<file path="config.mk">
export PLATFORM = sky130hd
export DESIGN_NAME = viterbi_ctrl
export DESIGN_NICKNAME = d
export VERILOG_FILES = /design/src/rtl/viterbi_ctrl_pkg.sv /design/src/rtl/viterbi_ctrl_dly.sv /design/src/rtl/viterbi_ctrl.sv
export SDC_FILE = /design/constraint.sdc
export NUM_CORES = 1
export LEC_CHECK = 0
export CAP_MARGIN = 10
export CORE_UTILIZATION = 55
export CTS_CLUSTER_DIAMETER = 30
export DETAILED_ROUTE_END_ITERATION = 8
export PLACE_DENSITY = 0.79
export SYNTH_ARGS = -nofsm -noshare
export SYNTH_HDL_FRONTEND = slang
export SYNTH_SLANG_ARGS = --single-unit
</file>
<file path="constraint.sdc">
create_clock -name clk -period 2.5 [get_ports clk]
set_input_delay 0.5 -clock clk [delete_from_list [all_inputs] [get_ports clk]]
set_output_delay 0.5 -clock clk [all_outputs]
set_load 0.005 [all_outputs]
</file>
<file path="src/rtl/viterbi_ctrl_pkg.sv">
// Shared definitions for the Viterbi decoder controller.
package viterbi_ctrl_pkg;

   localparam int SYM_W      = 2;  // received symbol width (rate-1/2 code)
   localparam int DEF_TAIL   = 2;  // K=3 trellis needs K-1 zero flush symbols
   localparam int DEF_DP_LAT = 2;  // BMU->PMU->SMU step-to-decision latency

   typedef enum logic [2:0] {
      ST_IDLE,
      ST_CLEAR,
      ST_RUN,
      ST_FLUSH,
      ST_DRAIN,
      ST_DONE
   } state_e;

endpackage

</file>
<file path="src/rtl/viterbi_ctrl_dly.sv">
// Tag delay line: marks which datapath steps carried a payload symbol so the
// matching SMU decision can be flagged when it emerges DEPTH cycles later.
module viterbi_ctrl_dly
   import viterbi_ctrl_pkg::*;
#(
   parameter int DEPTH = DEF_DP_LAT
) (
   input  logic clk,
   input  logic rst,
   input  logic tag_in,
   output logic tag_out
);

   logic [DEPTH-1:0] sr_q;
   logic [DEPTH-1:0] sr_d;

   // shift the newest tag in at bit 0
   always_comb begin
      sr_d = (sr_q << 1) | DEPTH'(tag_in);
   end

   // tag register, cleared by the controller reset
   always_ff @(posedge clk or negedge rst) begin
      if (!rst) begin
         sr_q <= '0;
      end else begin
         sr_q <= sr_d;
      end
   end

   assign tag_out = sr_q[DEPTH-1];

endmodule

</file>
<file path="src/rtl/viterbi_ctrl.sv">
// Frame sequencer for the Viterbi decoder: feeds payload symbols to the BMU,
// flushes the trellis with zero symbols, drains the pipeline and flags each
// decoded payload bit as it leaves the SMU.
module viterbi_ctrl
   import viterbi_ctrl_pkg::*;
#(
   parameter int FRAME_W = 8,
   parameter int TAIL    = DEF_TAIL,
   parameter int DP_LAT  = DEF_DP_LAT
) (
   input  logic               clk,
   input  logic               rst,
   input  logic               start,
   input  logic [FRAME_W-1:0] frame_len,
   input  logic               sym_valid,
   input  logic [SYM_W-1:0]   sym_in,
   output logic               sym_ready,
   output logic [SYM_W-1:0]   dec_in,
   output logic               sel0,
   output logic [1:0]         sel1,
   output logic               dp_en,
   output logic               dp_rst,
   input  logic [SYM_W-1:0]   smu_out,
   output logic               bit_valid,
   output logic               bit_out,
   output logic               busy,
   output logic               done
);

   localparam int PH_W = 8;

   state_e             state_q, state_d;
   logic [FRAME_W-1:0] len_q, len_d;
   logic [FRAME_W-1:0] stage_q, stage_d;
   logic [FRAME_W-1:0] out_cnt_q, out_cnt_d;
   logic [PH_W-1:0]    phase_q, phase_d;
   logic [SYM_W-1:0]   dec_q, dec_d;
   logic               dp_rst_q, dp_rst_d;
   logic               step_tag;
   logic               tag_out;
   logic               smu_hi_unused;

   // next-state, counters and datapath strobes
   always_comb begin
      state_d   = state_q;
      len_d     = len_q;
      stage_d   = stage_q;
      out_cnt_d = out_cnt_q;
      phase_d   = phase_q;
      sym_ready = 1'b0;
      dp_en     = 1'b0;
      dec_in    = dec_q;
      sel0      = 1'b0;
      step_tag  = 1'b0;
      done      = 1'b0;
      busy      = (state_q != ST_IDLE);
      if (bit_valid) begin
         out_cnt_d = out_cnt_q + 1'b1;
      end
      unique case (state_q)
         ST_IDLE: begin
            if (start) begin
               len_d   = frame_len;
               state_d = ST_CLEAR;
            end
         end
         ST_CLEAR: begin
            stage_d   = '0;
            out_cnt_d = '0;
            phase_d   = '0;
            dec_in    = '0;
            state_d   = ST_RUN;
         end
         ST_RUN: begin
            sym_ready = 1'b1;
            if (sym_valid) begin
               dp_en    = 1'b1;
               dec_in   = sym_in;
               step_tag = 1'b1;
               sel0     = (stage_q == '0);
               stage_d  = stage_q + 1'b1;
               if (stage_d == len_q) begin
                  phase_d = '0;
                  state_d = ST_FLUSH;
               end
            end
         end
         ST_FLUSH: begin
            dp_en  = 1'b1;
            dec_in = '0;
            if (phase_q == PH_W'(TAIL - 1)) begin
               phase_d = '0;
               state_d = ST_DRAIN;
            end else begin
               phase_d = phase_q + 1'b1;
            end
         end
         ST_DRAIN: begin
            dp_en  = 1'b1;
            dec_in = '0;
            // counts the bit arriving this cycle so the exit does not lag by one
            if (phase_q == PH_W'(DP_LAT - 1)) begin
               if (out_cnt_d == len_q) begin
                  state_d = ST_DONE;
               end
            end else begin
               phase_d = phase_q + 1'b1;
            end
         end
         ST_DONE: begin
            done    = 1'b1;
            state_d = ST_IDLE;
         end
         default: begin
            state_d = ST_IDLE;
         end
      endcase
      dec_d    = dec_in;
      dp_rst_d = (state_d != ST_CLEAR);
   end

   // state and counter registers
   always_ff @(posedge clk or negedge rst) begin
      if (!rst) begin
         state_q   <= ST_IDLE;
         len_q     <= '0;
         stage_q   <= '0;
         out_cnt_q <= '0;
         phase_q   <= '0;
         dec_q     <= '0;
         dp_rst_q  <= 1'b0;
      end else begin
         state_q   <= state_d;
         len_q     <= len_d;
         stage_q   <= stage_d;
         out_cnt_q <= out_cnt_d;
         phase_q   <= phase_d;
         dec_q     <= dec_d;
         dp_rst_q  <= dp_rst_d;
      end
   end

   viterbi_ctrl_dly #(
      .DEPTH (DP_LAT)
   ) u_dly (
      .clk     (clk),
      .rst     (rst),
      .tag_in  (step_tag),
      .tag_out (tag_out)
   );

   assign sel1          = stage_q[1:0];
   assign dp_rst        = dp_rst_q;
   assign bit_valid     = tag_out;
   assign bit_out       = tag_out & smu_out[0];
   assign smu_hi_unused = smu_out[1];

endmodule

</file>
==> summary.md <==
| Metric | Value |
|---|---|
| Nets@finish | `300` |
| Setup TNS | `0 ps` |
| Mapped Nets | `265` |
| Final std cells w/o fill | `330` |
| Sw frac | `38.9%` |
| Worst Setup Start Kind | `register` |
| Combinational power share | `45.8%` |
| Register-to-Register Path Depth | `7` |
| Max Cap Viol | `0` |
| DP Area | `about 2600 um^2` |
| Final worst setup slack | `103 ps` |
| Initial antenna violation count | `0` |
| Cell area after layout | `2790 um^2` |
| I/O pin count | `28` |
| Initial drt markers | `95` |
| Die height | `66.3 um` |
| Most common cell after layout, fill and taps aside | `dfrtp_1` |
| Number of global-route vias before repair | `1791` |
| Seq cells post-synth | `40` |
| Top FF cell, synth | `dfrtp_1` |
| Final Hold Vio Count | `0` |
| DR DRC count | `0` |
| Dpl hpwl | `3560 um` |
| Clk_lat worst skew | `300 ps` |
| Diode count | `0` |
| Netlist Area Pre-Place | `2280 um^2` |
| Setup Viol. Count Final | `0` |
| PortBufs | `26` |
| RR Startpoint | `stage_q[2]$_DFFE_PN0P_` |
| First-pass GRT wire length | `approximately 8300 um` |
| Clock transition at path regs | `80 ps` |
| Layout Skew | `8.70 ps` |
| Post-placement worst setup slack | `about 7 ps` |
| Yosys warnings | `0` |
| P&R area growth vs syn | `22.4%` |
| Worst Hold Class | `input pin to asynchronous set/reset pin` |
| Crit path max fanout | `9` |
| Arrival time worst endpoint | `2620 ps` |
| R2R setup slack | `100 ps` |
| Flop pwr share | `36.5%` |
| Fmax | `0.417 GHz` |
| Fraction of layout cells with a size suffix above 1 | `between 10% and 20%` |
| EDFF count, synth | `0` |
| Die Span X | `between 60 and 70 um` |
| Core area | `roughly 4000 um^2` |
| Drt pass-1 iters | `4` |
| Crit path kind | `register to register` |
| Initial Util | `56.9%` |
| Placed insts | `319` |
| Seq/Total Area, Yosys | `44.0%` |
| Hold Buf Count CTS | `0` |
| Power Dens Cells | `1070 nW/um^2` |
| Antenna-violating nets left | `0` |
| Syn avg cell area | `9.33 um^2` |
| Clk sinks | `40` |
| Peak VDD IR | `0.733 mV` |
| P_leak | `1.18 nW` |
| Post-synth cell types | `43` |
| CTS max path bufs | `2` |
| Routed len/inst | `15.4 um` |
| Sw Pwr | `1.16 mW` |
| Die Footprint | `4400 um^2` |
| Slew Viols, Final | `0` |
| Root Driver | `clkbuf_8` |
| Cells after synthesis | `around 240` |
| Setup crit end kind | `register` |
| Final wirelength | `5070 um` |
| Layout Utilization | `69.7%` |
| Clock network power share | `17.7%` |
| Gp weighted congestion | `0.884` |
| Via density | `5.82` |
| CTS tree | `yes` |
| Worst R2R End | `phase_q[7]$_DFFE_PN0P_` |
| Period minus WS final | `2400 ps` |
| Most frequent cells in the layout | `dfrtp_1, clkdlybuf4s50_1, nand2_1` |
| Post-synthesis async set-or-reset flop share | `100%` |
| Largest net degree at the start of global routing | `41` |
| Worst Tran Pin Value | `roughly 860 ps` |
| Int Pwr | `~1.8 mW` |
| H-Tree Depth | `2` |
| CTS Buf Count | `5` |
| Gr usage total | `around a quarter` |
| Final period util | `95.9%` |
| Worst Path Required | `approximately 2700 ps` |
| Vias | `1920` |
| Overflow after GRT | `0` |
| Rel. slew slack | `roughly 43%` |
| Rows | `23` |
| Outcome | `finished, final reports clean` |
per-stage QoR:
step	hold WS, ps	power (mW)
2_1_floorplan	204	1.91
3_3_place_gp	334	2.29
3_5_place_dp	343	2.36
4_1_cts	338	2.90
5_1_grt	372	3.19
6_report	306	2.99
synth_stat cells (all sizes together) (6+ instances only):
library cell	count	area, um^2
a21boi	6	45.1
a21oi	7	38.8
and3	6	37.5
buf	6	41.3
dfrtp	40	1000
inv	10	37.5
mux2	8	90.1
nand2	23	86.3
nand3	16	85.1
nor2	23	86.3
o21ai	18	90.1
or3	6	37.5
xnor2	17	149
xor2	10	87.6
sequential cells by signal, indices dropped and copies added, names as in the netlist:
name / flops
dec_q: 2
dp_rst: 1
len_q: 8
out_cnt_q: 8
phase_q: 8
stage_q: 8
state_q: 3
u_dly.sr_q: 2
worst max path at each step:
| stage | from | endpoint | slack, ps | cells past startpoint |
|---|---|---|---|---|
| floorplan | stage_q[0]$_DFFE_PN0P_ | phase_q[7]$_DFFE_PN0P_ | 280 | 8 |
| global placement | sym_valid | dec_in[1] | 30 | 5 |
| detailed placement | sym_valid | dec_in[1] | 7 | 5 |
| CTS | sym_valid | dec_in[1] | 10 | 6 |
| global route | stage_q[2]$_DFFE_PN0P_ | phase_q[7]$_DFFE_PN0P_ | -20 | 7 |
| finish | stage_q[2]$_DFFE_PN0P_ | phase_q[7]$_DFFE_PN0P_ | 100 | 7 |
area by class of cell:
cell class	instances	area, um^2
clock inverter	2	35.0
multi-input combinational	183	1220
timing repair buffer	38	352
fill	313	1210
clock buffer	6	72.6
tap	50	62.6
inverter	11	41.3
sequential	40	1000
routing by layer:
metal	GRT usage (%)	wire [um]	vias up
li1	-	-	926
met1	34.4	2180	920
met2	41.2	2410	67
met3	4.14	401	7
met4	11.2	79	0
met5	0	0	-
critical path: stages (launching register included):
cell and delay, ps:
dfrtp_1 520, nand3_2 210, nor4_1 290, nor2_1 100
a32oi_2 410, a21oi_4 130, or4_1 510, a21boi_1 140
repair_timing:
item	4_1_cts	5_1_grt
resized for setup	2	12
setup buffers	0	2
cloned	0	1
setup endpoints to repair	3	4
pin swaps	0	7
power groups by stage:
stage	clock network, mW	logic, mW	registers [mW]
after floorplan	0	0.907	1.01
after global placement	0	1.22	1.07
after detailed placement	0	1.27	1.09
after CTS	0.530	1.29	1.08
after global routing	0.547	1.52	1.13
final	0.527	1.37	1.09
cell families after synthesis:
logic type,Yosys count,synth area share [%]
flops,40,44.0
fa+ha+maj,5,2.75
buf+inv,22,4.45
mux,9,4.40
xor+xnor,27,10.4
compound gates,46,13.0
simple gates,95,21.0
Note: power is estimated with default switching activity, not from simulation.
